--- src/rtl/uart_tx_fifo_ctrl_pkg.sv ---
// Purpose : shared types and defaults for the UART transmit FIFO controller slice.
// Latency : n/a (declarations only).
// Backpressure: n/a (declarations only).
//
// Contents: default data/counter widths and the read-sequencer state encoding.
package uart_tx_fifo_ctrl_pkg;

    // Default byte width on the requester, FIFO and transmitter paths.
    localparam int UART_WIDTH_DEF = 8;
    // Default width of the launched-frame counter.
    localparam int UART_CNT_W_DEF = 16;

    // Read sequencer states. One byte is carried from POP through WAIT_DONE;
    // nothing else is popped until the machine is back in IDLE.
    typedef enum logic [2:0] {
        SEQ_IDLE      = 3'd0,
        SEQ_POP       = 3'd1,
        SEQ_LOAD      = 3'd2,
        SEQ_LAUNCH    = 3'd3,
        SEQ_WAIT_BUSY = 3'd4,
        SEQ_WAIT_DONE = 3'd5
    } seq_state_t;

    // True for states that own an in-flight byte.
    function automatic logic seq_in_flight(input seq_state_t s);
        return (s != SEQ_IDLE);
    endfunction

endpackage

--- src/rtl/uart_tx_fifo_ctrl_rr_arb2.sv ---
// Purpose : two-way round-robin arbiter with a global block input.
// Latency : grants are combinational from requests in the same cycle.
// Backpressure: block=1 suppresses both grants; the priority pointer then holds.
//
// Ports: clk/rst_n (async active-low), req0/req1 requests, block inhibit,
//        gnt0/gnt1 one-hot-or-zero grants.
module rr_arb2 (
    input  logic clk,
    input  logic rst_n,
    input  logic req0,
    input  logic req1,
    input  logic block,
    output logic gnt0,
    output logic gnt1
);

    // r_prio = 0 favours req0, 1 favours req1 when both are requesting.
    logic r_prio;
    logic w_pick0;
    logic w_pick1;

    always_comb begin
        w_pick0 = req0 & (~req1 | ~r_prio);
        w_pick1 = req1 & (~req0 |  r_prio);
        gnt0    = w_pick0 & ~block;
        gnt1    = w_pick1 & ~block;
    end

    // After a grant the pointer moves to the other requester so a
    // continuously-requesting peer gets the next slot.
    always_ff @(posedge clk or negedge rst_n) begin
        if (!rst_n) begin
            r_prio <= 1'b0;
        end else if (gnt0) begin
            r_prio <= 1'b1;
        end else if (gnt1) begin
            r_prio <= 1'b0;
        end
    end

endmodule

--- src/rtl/uart_tx_fifo_ctrl.sv ---
// Purpose : arbitrates two byte writers into a TX FIFO and sequences single
//           bytes from the FIFO into a UART transmitter.
// Latency : write grant same cycle; fifo_empty fall -> tx_start in 3 cycles min.
// Backpressure: fifo_full blocks grants; tx_busy holds the sequencer (one byte in flight).
//
// Ports: clk, rst (async active-low); req0/data0/gnt0, req1/data1/gnt1 writers;
//        fifo_wr_en/fifo_w_data/fifo_full write side; fifo_rd_en/fifo_r_data/
//        fifo_empty read side; tx_start/tx_data/tx_busy transmitter handshake;
//        frames_sent launched-frame counter.
module uart_tx_fifo_ctrl
    import uart_tx_fifo_ctrl_pkg::*;
#(
    parameter int WIDTH = UART_WIDTH_DEF,
    parameter int CNT_W = UART_CNT_W_DEF
) (
    input  logic             clk,
    input  logic             rst,
    input  logic             req0,
    input  logic [WIDTH-1:0] data0,
    output logic             gnt0,
    input  logic             req1,
    input  logic [WIDTH-1:0] data1,
    output logic             gnt1,
    output logic             fifo_wr_en,
    output logic [WIDTH-1:0] fifo_w_data,
    input  logic             fifo_full,
    output logic             fifo_rd_en,
    input  logic [WIDTH-1:0] fifo_r_data,
    input  logic             fifo_empty,
    output logic             tx_start,
    output logic [WIDTH-1:0] tx_data,
    input  logic             tx_busy,
    output logic [CNT_W-1:0] frames_sent
);

    // ------------------------------------------------------------------
    // Write side: round-robin arbitration into the FIFO
    // ------------------------------------------------------------------
    logic w_block;
    logic w_gnt0;
    logic w_gnt1;

    // Grants are combinational, so reset has to be folded into the inhibit
    // to keep them quiet while rst is low.
    assign w_block = fifo_full | ~rst;

    rr_arb2 u_arb (
        .clk   (clk),
        .rst_n (rst),
        .req0  (req0),
        .req1  (req1),
        .block (w_block),
        .gnt0  (w_gnt0),
        .gnt1  (w_gnt1)
    );

    always_comb begin
        gnt0        = w_gnt0;
        gnt1        = w_gnt1;
        fifo_wr_en  = w_gnt0 | w_gnt1;
        fifo_w_data = '0;
        if (w_gnt0) begin
            fifo_w_data = data0;
        end else if (w_gnt1) begin
            fifo_w_data = data1;
        end
    end

    // ------------------------------------------------------------------
    // Read side: single-byte sequencer
    // ------------------------------------------------------------------
    seq_state_t       r_state;
    seq_state_t       w_state_nxt;
    logic             r_fifo_rd_en;
    logic             r_tx_start;
    logic [WIDTH-1:0] r_tx_data;
    logic [CNT_W-1:0] r_frames_sent;
    logic             w_busy_seq;

    always_ff @(posedge clk or negedge rst) begin
        if (!rst) begin
            r_state <= SEQ_IDLE;
        end else begin
            r_state <= w_state_nxt;
        end
    end

    always_comb begin
        w_state_nxt = r_state;
        unique case (r_state)
            SEQ_IDLE: begin
                if (!fifo_empty && !tx_busy) begin
                    w_state_nxt = SEQ_POP;
                end
            end
            SEQ_POP:       w_state_nxt = SEQ_LOAD;
            SEQ_LOAD:      w_state_nxt = SEQ_LAUNCH;
            SEQ_LAUNCH:    w_state_nxt = SEQ_WAIT_BUSY;
            // Wait for the transmitter to acknowledge the launch before
            // watching for its completion, otherwise a slow busy rise would
            // look like an already-finished frame.
            SEQ_WAIT_BUSY: begin
                if (tx_busy) begin
                    w_state_nxt = SEQ_WAIT_DONE;
                end
            end
            SEQ_WAIT_DONE: begin
                if (!tx_busy) begin
                    w_state_nxt = SEQ_IDLE;
                end
            end
            default:       w_state_nxt = SEQ_IDLE;
        endcase
    end

    // Strobes are registered from the next state so they line up exactly
    // with the POP and LAUNCH cycles without combinational decode on the pins.
    // tx_data is sampled at the end of LOAD: fifo_r_data is valid the cycle
    // after the pop edge, and the capture holds until the next LOAD.
    always_ff @(posedge clk or negedge rst) begin
        if (!rst) begin
            r_fifo_rd_en  <= 1'b0;
            r_tx_start    <= 1'b0;
            r_tx_data     <= '0;
            r_frames_sent <= '0;
        end else begin
            r_fifo_rd_en <= (w_state_nxt == SEQ_POP);
            r_tx_start   <= (w_state_nxt == SEQ_LAUNCH);
            if (r_state == SEQ_LOAD) begin
                r_tx_data <= fifo_r_data;
            end
            if (w_state_nxt == SEQ_LAUNCH) begin
                r_frames_sent <= r_frames_sent + CNT_W'(1);
            end
        end
    end

    // Kept for observability from hierarchy; not needed on the pins.
    assign w_busy_seq = seq_in_flight(r_state);

    assign fifo_rd_en  = r_fifo_rd_en;
    assign tx_start    = r_tx_start;
    assign tx_data     = r_tx_data;
    assign frames_sent = r_frames_sent;

endmodule
--- config.mk ---
export PLATFORM = sky130hd
export DESIGN_NAME = uart_tx_fifo_ctrl
export DESIGN_NICKNAME = d
export VERILOG_FILES = /design/src/rtl/uart_tx_fifo_ctrl_pkg.sv /design/src/rtl/uart_tx_fifo_ctrl_rr_arb2.sv /design/src/rtl/uart_tx_fifo_ctrl.sv
export SDC_FILE = /design/constraint.sdc
export NUM_CORES = 1
export LEC_CHECK = 0
export CAP_MARGIN = 0
export CORE_MARGIN = 2
export CORE_UTILIZATION = 39
export CTS_CLUSTER_DIAMETER = 50
export DETAILED_ROUTE_END_ITERATION = 8
export PLACE_DENSITY = 0.78
export RECOVER_POWER = 25
export SYNTH_ARGS = -nofsm -noshare
export SYNTH_HDL_FRONTEND = slang
export SYNTH_SLANG_ARGS = --single-unit
--- constraint.sdc ---
create_clock -name clk -period 2.5 [get_ports clk]
set_clock_uncertainty 0.15 [all_clocks]
set_input_delay 0.25 -clock clk [delete_from_list [all_inputs] [get_ports clk]]
set_output_delay 0.25 -clock clk [all_outputs]
set_load 0.01 [all_outputs]
## After elaboration in Yosys (flattened, before gate mapping)

Index checks and enable logic that the tools add are counted.

- Bits in registers: 30
- Output and inout port bits: 37

- Multiplexer cells: 8
- Reductions and logical operators: 5
- Eq/ne operators: 7
- Add/sub/neg operators: 1
- Bitwise logic cells: 13

Operator list:

| operator | count |
|---|---|
| $pmux W3 S6 | 1 |
| $add A16 B1 Y16 const B | 1 |
| $mux W8 | 2 |
| $eq A3 B2 Y1 const B | 3 |
| $mux W3 | 3 |
| $eq A3 B1 Y1 const B | 2 |
| $eq A3 B3 Y1 const B | 2 |
| $not A1 Y1 | 5 |
| $and A1 B1 Y1 | 4 |
| $or A1 B1 Y1 | 4 |
| $logic_not A3 Y1 | 1 |
| $logic_not A1 Y1 | 2 |
| $mux W1 | 2 |
| $reduce_bool A2 Y1 | 1 |
| $logic_and A1 B1 Y1 | 1 |

## Logic depth before layout (Yosys ltp)

Gate-level depths: netlist of run 1.

- Depth in word-level cells: 6
- Depth in mapped cells: 5

## By module

A second synthesis of run 1 with hierarchy kept.

- Cell total of the unflattened synthesis: 116
- Area total of the unflattened synthesis: 1382.6 um2

By module, submodules not included:

| module | area an instance (um2) | cells each | times used |
|---|---|---|---|
| uart_tx_fifo_ctrl | 1312.5 | 109 | 1 |
| rr_arb2 | 70.1 | 7 | 1 |

## Worst setup path before layout of run 1

Ideal clock, no wire load.

- Kind: register to register
- From: register r_state[0]
- To: register r_tx_data[0], in the netlist tx_data[0]
- Setup slack: 760 ps
- Stages on the path, launching flop included: 5
- Required time: 2225 ps
- Buffers on the path: 1
- Data arrival time: 1465 ps
- Cells stage by stage: dfrtp_1 > or3b_4 > inv_1 > buf_2 > mux2_2

- Word-level cells in the longest chain between the ends: 1

RTL lines:

| item | RTL line | text |
|---|---|---|
| start: declaration | uart_tx_fifo_ctrl.sv:72 | `seq_state_t r_state;` |
| start signal: assignment | uart_tx_fifo_ctrl.sv:84 | `r_state <= w_state_nxt;` |
| $eq A3 B2 Y1 | uart_tx_fifo_ctrl.sv:129 | `if (r_state == SEQ_LOAD) begin` |
| end signal: assignment | uart_tx_fifo_ctrl.sv:130 | `r_tx_data <= fifo_r_data;` |
| end: declaration | uart_tx_fifo_ctrl.sv:76 | `logic [WIDTH-1:0] r_tx_data;` |

Every way passes these cells.
A chain may end at the register's enable or synchronous reset.

## Worst setup path after layout of run 1

- From: input port rst
- To: output port fifo_w_data[3]

- Word-level cells in the longest chain between the ends: 6

RTL lines:

| item | RTL line | text |
|---|---|---|
| start: declaration | uart_tx_fifo_ctrl.sv:17 | `input logic rst,` |
| $not A1 Y1 * | uart_tx_fifo_ctrl.sv:45 | `assign w_block = fifo_full \| ~rst;` |
| $or A1 B1 Y1 * | uart_tx_fifo_ctrl.sv:45 |  |
| $not A1 Y1 * | uart_tx_fifo_ctrl_rr_arb2.sv:25, uart_tx_fifo_ctrl_rr_arb2.sv:26 |  |
| $and A1 B1 Y1 | uart_tx_fifo_ctrl_rr_arb2.sv:26 | `gnt1 = w_pick1 & ~block;` |
| $mux W8 | uart_tx_fifo_ctrl.sv:64 | `end else if (w_gnt1) begin` |
| $mux W8 * | uart_tx_fifo_ctrl.sv:62 | `if (w_gnt0) begin` |
| end: declaration | uart_tx_fifo_ctrl.sv:25 | `output logic [WIDTH-1:0] fifo_w_data,` |

Every way passes the cells marked *; elsewhere a longest branch is shown, timed or not.

==> flow_metrics.tcl, run 1 <==
set metrics [dict create \
    status "finished with violations" \
    violations "max-capacitance violations, max-slew violations" \
    dr_total_vias 1131 \
    path_common_cell "clkdlybuf4s50_1" \
    p_int_uw 1184 \
    ctsHoldBuffers 0 \
    place_area_um2 2067 \
    syn2layout_area_growth_pct 57.77 \
    critPathKind "in2out" \
    worstPathRequired_ns 2.10 \
    hp-start "frames_sent[15]" \
    hp-class "reg2reg" \
    antenna_found_initial 0 \
    nFillCells 279 \
    fin_area_um2 2108 \
    clock.fmax_ghz 0.4135 \
    numCtsBuffers 5 \
    worst_pin_slew_ns 1.570 \
    htreeDepth 2 \
    clock-root-buffer "clkbuf_4" \
    drt-initial-drc-count 14 \
    yosysMostFrequentCell "dfrtp_1" \
    netlist_area_um2 1336 \
    grt_pass1_vias 1170 \
    fin_crit_sh_pct 96.73 \
    drive_gt1_share_pct 9.341 \
    dieArea_um2 3911 \
    yosysUniqueCellTypes 26 \
    die_w_um 62.54 \
    swShare_pct 31.87 \
    track_usage_pct 17.59 \
    num-nets-final 214 \
    wl_per_cell_um 14.01 \
    maxSlewHeadroom_pct -4.641 \
    die_h_um 62.54 \
    firstDrtPassIters 4 \
    ctsResizeCount 0 \
    maxCapViolCount 1 \
    syn_inst 109 \
    cpPeakStageDelay_ns 0.53 \
    max-vdd-ir-drop_mv 0.5483 \
    r2r_cells 3 \
    ant_nets 0 \
    slowest_stage "clkdlybuf4s50_1" \
    syn_nets 141 \
    async_flop_share_pct 100.0 \
    syn_avg_cell_area_um2 12.26 \
    rsz0062_at_grt "no" \
    cts_setup_buffers 0 \
    clockBufferDepth 2 \
    synth_edf_count 0 \
    power.leakage_uw 0.0008965 \
    timing.setup.tns_ns 0 \
    initial_core_util_pct 40.36 \
    yosysTopAreaCell "dfrtp_1" \
    reg2reg_to "frames_sent[1]" \
    r2r_slack_ns 0.61 \
    path_cells "clkdlybuf4s50_1 > nor2b_1 > and3_1 > a22o_1 > clkdlybuf4s50_1" \
    drc 0 \
    multi_input_area_um2 558.0 \
    synth_top_area_share_pct 56.18 \
    hold_depth 1 \
    synth_area_leaders "dfrtp_1 56%, xnor2_1 8.5%, mux2_2 7.6%" \
    num_io_pins 68 \
    power_uw 1738 \
    grt_pass1_wl_mm 5.375 \
    cp.arrival_ns 2.02 \
    drv_slew 31 \
    hold_viol 0 \
    synth-seq-cells 30 \
    min_period_ns 2.418 \
    fin_util_pct 63.68 \
    rows 21 \
    tritoncts "done" \
    cts.sink_count 30 \
    yosysWarnings 0 \
    ys.flop_type "dfrtp_1" \
    seq_area_um2 750.7 \
    clock_latency_ns 0.32 \
    core-area_um2 3311 \
    reg2reg_from "r_state[0]" \
    portBuffers 67 \
    grt_max_degree 31 \
    dp_hpwl_mm 2.537 \
    pwr-share-clk_pct 14.6 \
    ys_seq_area_share_pct 56.18 \
    via_per_inst 4.961 \
    n_antenna_cell 0 \
    place.gp.congestion 0.7512 \
    clk_pin_slew_worst_paths_ns 0.08 \
    finalSetupViolCount 0 \
    critPathLaunchType "input pin" \
    p_seq_share_pct 44.0 \
    critPathMaxFanout 10 \
    grt.overflow.total 0 \
    wl_mm 3.195 \
    synth_commonest_cells "30 x dfrtp_1, 13 x xnor2_1, 9 x mux2_2, 8 x a22o_1, 8 x nand2_1" \
    pwr-share-comb_pct 41.3 \
    pwr_density_cell_nw_per_um2 824.5 \
    cp-end-kind "output pin" \
    min_to "frames_sent[15]" \
    power_switching_uw 554.0 \
]
## metrics by stage
| step | hold slack (ns) | std cells | setup slack, ns |
|---|---|---|---|
| 4_1_cts | 0.2217 | 228 | 0.08283 |
| 3_3_place_gp | 0.3136 | 221 | 0.1199 |
| 6_report | 0.3274 | 228 | 0.08176 |
| 3_5_place_dp | 0.3231 | 221 | 0.08185 |
| 2_1_floorplan | -0.1956 | 109 | 0.7604 |
| 5_1_grt | 0.3478 | 228 | 0.01447 |
## critical path: cells and delay by family
family | cells | cell delay (ns)
buffers and inverters | 2 | 1.02
AOI/OAI and AO/OA | 1 | 0.19
and+or+nand+nor | 2 | 0.56
## power groups by stage
| stage | Clock (µW) | Sequential (µW) | Combinational [µW] |
|---|---|---|---|
| 2_1_floorplan | 0 | 808 | 307 |
| 4_1_cts | 264 | 768 | 730 |
| 3_5_place_dp | 0 | 775 | 726 |
| 5_1_grt | 285 | 792 | 769 |
| 3_3_place_gp | 0 | 762 | 701 |
| 6_report | 255 | 765 | 718 |
## worst max-delay path by stage
stage	start	endpoint	slack (ns)	cells past startpoint
2_1_floorplan	r_state[0]	tx_data[0]	0.76	4
3_3_place_gp	rst	fifo_w_data[4]	0.12	5
3_5_place_dp	rst	fifo_w_data[0]	0.08	5
4_1_cts	rst	fifo_w_data[0]	0.08	5
5_1_grt	rst	fifo_w_data[6]	0.01	5
6_report	rst	fifo_w_data[3]	0.08	5
## area by class of cell
cell class / instances / share of cell area [%]
sequential: 30 / 35.61
timing repair buffer: 69 / 32.34
multi-input combinational: 72 / 26.47
inverter: 4 / 0.7122
clock buffer: 7 / 2.137
tap: 46 / 2.730
## flip-flops by register name (all words and copies together), names as in the netlist
register      cells
u_arb.r_prio      1
tx_start          1
fifo_rd_en        1
frames_sent      16
r_state           3
tx_data           8
## layer usage
layer / GRT usage (%) / up-vias / part of all wire, %
li1: - / 529 / -
met1: 19.53 / 539 / 40
met2: 29.84 / 61 / 49
met3: 9.189 / 2 / 11
met4: 4.167 / 0 / 0.22
met5: 0 / - / 0
## cell usage in the layout (no fill, tap or decap), drive strengths merged
| master | count |
|---|---|
| mux2 | 9 |
| nor2b | 2 |
| nand4bb | 1 |
| dfrtp | 30 |
| and4 | 2 |
| ha | 1 |
| o22ai | 1 |
| a22o | 8 |
| nor4b | 1 |
| a21oi | 1 |
| nor2 | 5 |
| clkbuf | 8 |
| nor4 | 1 |
| nand3 | 4 |
| o32ai | 1 |
| xnor2 | 13 |
| clkdlybuf4s50 | 67 |
| xor2 | 3 |
| nor3 | 1 |
| a21o | 1 |
| and3 | 2 |
| nand2 | 8 |
| nand4 | 3 |
| buf | 1 |
| nand2b | 3 |
| inv | 4 |
| or3b | 1 |
## cells by family (layout without fill, tap and decap cells)
family / count (synthesis) / in the layout / synth area share [%]
compound gates: 12 / 12 / 7.304
mux: 9 / 9 / 7.584
fa+ha+maj: 1 / 1 / 0.9362
flops: 30 / 30 / 56.18
xor+xnor: 16 / 16 / 10.49
simple gates: 34 / 34 / 15.45
buf+inv: 7 / 80 / 2.059
No activity file was read; power rests on OpenSTA's default activity.
==> run 2: changes to the inputs <==
--- a/config.mk
+++ b/config.mk
@@ -5,6 +5,7 @@
 export SDC_FILE = /design/constraint.sdc
 export NUM_CORES = 1
 export LEC_CHECK = 0
+export ABC_AREA = 0
 export CAP_MARGIN = 0
 export CORE_MARGIN = 2
 export CORE_UTILIZATION = 39
==> results of run 2 <==
Final layout, timing and power as in run 1 (identical DEF).
==> run 3: changes to the inputs <==
--- a/config.mk
+++ b/config.mk
@@ -8,11 +8,12 @@
 export ABC_AREA = 0
 export CAP_MARGIN = 0
 export CORE_MARGIN = 2
-export CORE_UTILIZATION = 39
+export CORE_UTILIZATION = 40
 export CTS_CLUSTER_DIAMETER = 50
 export DETAILED_ROUTE_END_ITERATION = 8
-export PLACE_DENSITY = 0.78
+export PLACE_DENSITY = 0.79
 export RECOVER_POWER = 25
 export SYNTH_ARGS = -nofsm -noshare
 export SYNTH_HDL_FRONTEND = slang
+export SYNTH_HIERARCHICAL = 1
 export SYNTH_SLANG_ARGS = --single-unit
==> run 3 against run 2 <==
Against the previous run: the run still ends with max-capacitance violations, max-slew violations left; cell count increased by 3.9%; global-route usage is 1.5 points higher; worst setup slack better by 0.042 ns; combinational power shrank 0.8%; maximum frequency rose by 1.8%; first-iteration DRC count grew to 2.5 times the previous value; hold slack worse by 0.0033 ns.
==> flow_metrics.tcl, run 3 <==
set metrics [dict create \
    status "finished with violations" \
    violations "max-capacitance violations, max-slew violations" \
    critPathMaxFanout 7 \
    cpPeakStageDelay_ns 0.53 \
    power_uw 1753 \
    antenna_found_initial 0 \
    rows 21 \
    drive_gt1_share_pct 14.14 \
    hold_viol 0 \
    yosysWarnings 6 \
    numCtsBuffers 5 \
    synth_top_area_share_pct 54.30 \
    tritoncts "done" \
    use_met3_pct 8.468 \
    clock-root-buffer "clkbuf_4" \
    num_io_pins 68 \
    die_w_um 62.79 \
    power.leakage_uw 0.0009777 \
    r2r_slack_ns 0.48 \
    num-nets-final 224 \
    yosysMostFrequentCell "dfrtp_1" \
    ys.flop_type "dfrtp_1" \
    via_per_inst 4.949 \
    grtUsageMet2_pct 32.93 \
    place_area_um2 2107 \
    clockBufferDepth 2 \
    drt-initial-drc-count 35 \
    yosysTopAreaCell "dfrtp_1" \
    ctsHoldBuffers 0 \
    track_usage_pct 19.12 \
    critPathLaunchType "input pin" \
    n_antenna_cell 0 \
    fin_crit_sh_pct 95.05 \
    min_period_ns 2.376 \
    r2r_cells 3 \
    synth_edf_count 0 \
    synth_commonest_cells "30 x dfrtp_1, 12 x xnor2_1, 9 x mux2_2, 9 x nand2_1, 7 x a22o_1" \
    fin_area_um2 2175 \
    dieArea_um2 3943 \
    rsz0062_at_grt "no" \
    min_to "frames_sent[15]" \
    dr_total_vias 1173 \
    syn2layout_area_growth_pct 57.29 \
    largest_register_ffs 16 \
    cts.sink_count 30 \
    htreeDepth 2 \
    syn_inst 116 \
    wl_per_cell_um 14.44 \
    async_flop_share_pct 100.0 \
    reg2reg_to "tx_data[4]" \
    reg2reg_from "r_state[2]" \
    pwr_density_cell_nw_per_um2 806.2 \
    wl_mm 3.422 \
    dp_hpwl_mm 2.656 \
    clk_pin_slew_worst_paths_ns 0.08 \
    mostFrequentLayoutCells "59 x clkdlybuf4s50_1, 30 x dfrtp_1, 12 x xnor2_1, 9 x nand2_1, 9 x mux2_2" \
    synth-seq-cells 30 \
    ys_seq_area_share_pct 54.30 \
    top_usage_layer "met2" \
    grt_max_degree 31 \
    netlist_area_um2 1383 \
    core-area_um2 3337 \
    critPathKind "in2out" \
    die_h_um 62.79 \
    clock_latency_ns 0.33 \
    syn_nets 148 \
    final_common_cell "clkdlybuf4s50_1" \
    max-vdd-ir-drop_mv 0.7594 \
    hold_depth 1 \
    grt_pass1_wl_mm 5.754 \
    clock.fmax_ghz 0.4208 \
    ant_nets 0 \
    cp.arrival_ns 1.98 \
    firstDrtPassIters 4 \
    hp-class "reg2reg" \
    grt.overflow.total 0 \
    syn_avg_cell_area_um2 11.92 \
    worst_pin_slew_ns 1.557 \
    grtUsageMet1_pct 20.64 \
    maxSlewHeadroom_pct -3.767 \
    slowest_stage "clkdlybuf4s50_1" \
    yosysUniqueCellTypes 31 \
    path_cells "clkdlybuf4s50_1 > nand2b_1 > nand2b_1 > a21oi_2 > buf_4 > buf_4 > clkdlybuf4s50_1" \
    grt_pass1_vias 1202 \
    cp-end-kind "output pin" \
    portBuffers 67 \
    finalSetupViolCount 0 \
    drc 0 \
    place.gp.congestion 0.8963 \
    initial_core_util_pct 41.43 \
    synth_area_leaders "dfrtp_1 54%, xnor2_1 7.6%, mux2_2 7.3%" \
    maxCapViolCount 1 \
    drv_slew 31 \
    worstPathRequired_ns 2.10 \
    hp-start "frames_sent[15]" \
]
[run 3: cell types whose count changed in the layout (fill, tap and decap cells not counted), sizes merged, moves of 2 or more]
| cell | before | now |
|---|---|---|
| clkdlybuf4s50 | 67 | 59 |
| o21ai | 0 | 2 |
| dlygate4sd2 | 0 | 7 |
| buf | 1 | 6 |
[run 3: critical path: cells and delay by family]
family / cells / cell delay [ns]
compound gates: 1 / 0.13
buf+inv: 4 / 1.33
simple gates: 2 / 0.27
[run 3: final cells by class]
| class | count | area, µm² |
|---|---|---|
| Clock buffer | 6 | 51.30 |
| Inverter | 5 | 18.77 |
| Tap cell | 46 | 57.56 |
| Timing Repair Buffer | 74 | 713.2 |
| Fill cell | 281 | 1162 |
| Multi-Input combinational cell | 76 | 583.1 |
| Sequential cell | 30 | 750.7 |
[run 3: kinds of logic (layout without fill, tap and decap cells)]
group | Yosys count | after routing | share of synthesized area (%)
fa+ha+maj | 1 | 1 | 0.9048
mux | 10 | 10 | 8.055
compound gates | 13 | 13 | 7.331
simple gates | 36 | 36 | 15.47
flops | 30 | 30 | 54.30
xor+xnor | 16 | 16 | 10.14
buf+inv | 10 | 85 | 3.801
[run 3: worst max path at each step]
| stage | start | end | slack [ns] | depth (start not counted) |
|---|---|---|---|---|
| global route | rst | gnt0 | 0.04 | 7 |
| global placement | rst | fifo_w_data[7] | 0.05 | 8 |
| floorplan | r_state[2] | tx_data[0] | 0.72 | 5 |
| CTS | rst | fifo_w_data[6] | 0.05 | 8 |
| detailed placement | rst | fifo_w_data[0] | -0.03 | 8 |
| finish | rst | gnt0 | 0.12 | 7 |
[run 3: through the flow]
stage	util [%]	hold WS, ns	TNS (ns)	cells	setup WS [ns]
2_1_floorplan	-	-0.1956	0	116	0.7197
3_3_place_gp	63.14	0.3165	0	228	0.04926
3_5_place_dp	63.14	0.3197	-0.1401	228	-0.03423
4_1_cts	64.42	0.2239	0	234	0.04947
5_1_grt	65.17	0.3630	0	237	0.03517
6_report	65.17	0.3241	0	237	0.1237
[run 3: layer usage]
metal,vias to the layer above,wire (µm),share of wire (%)
met4,0,72,2.1
met2,60,1684,49
li1,556,-,-
met1,551,1300,38
met3,6,365,11
met5,-,0,0
[run 3: where the power goes]
group	switching, µW	internal [µW]
clock	156	126
combinational	286	426
sequential	128	631
total	569	1180
[run 3: repair_timing]
item	CTS	global route
resized for setup	7	2
pin swaps	0	0
endpoints found under the hold margin	0	0
endpoints found under the setup margin	7	2
buffers inserted	0	3
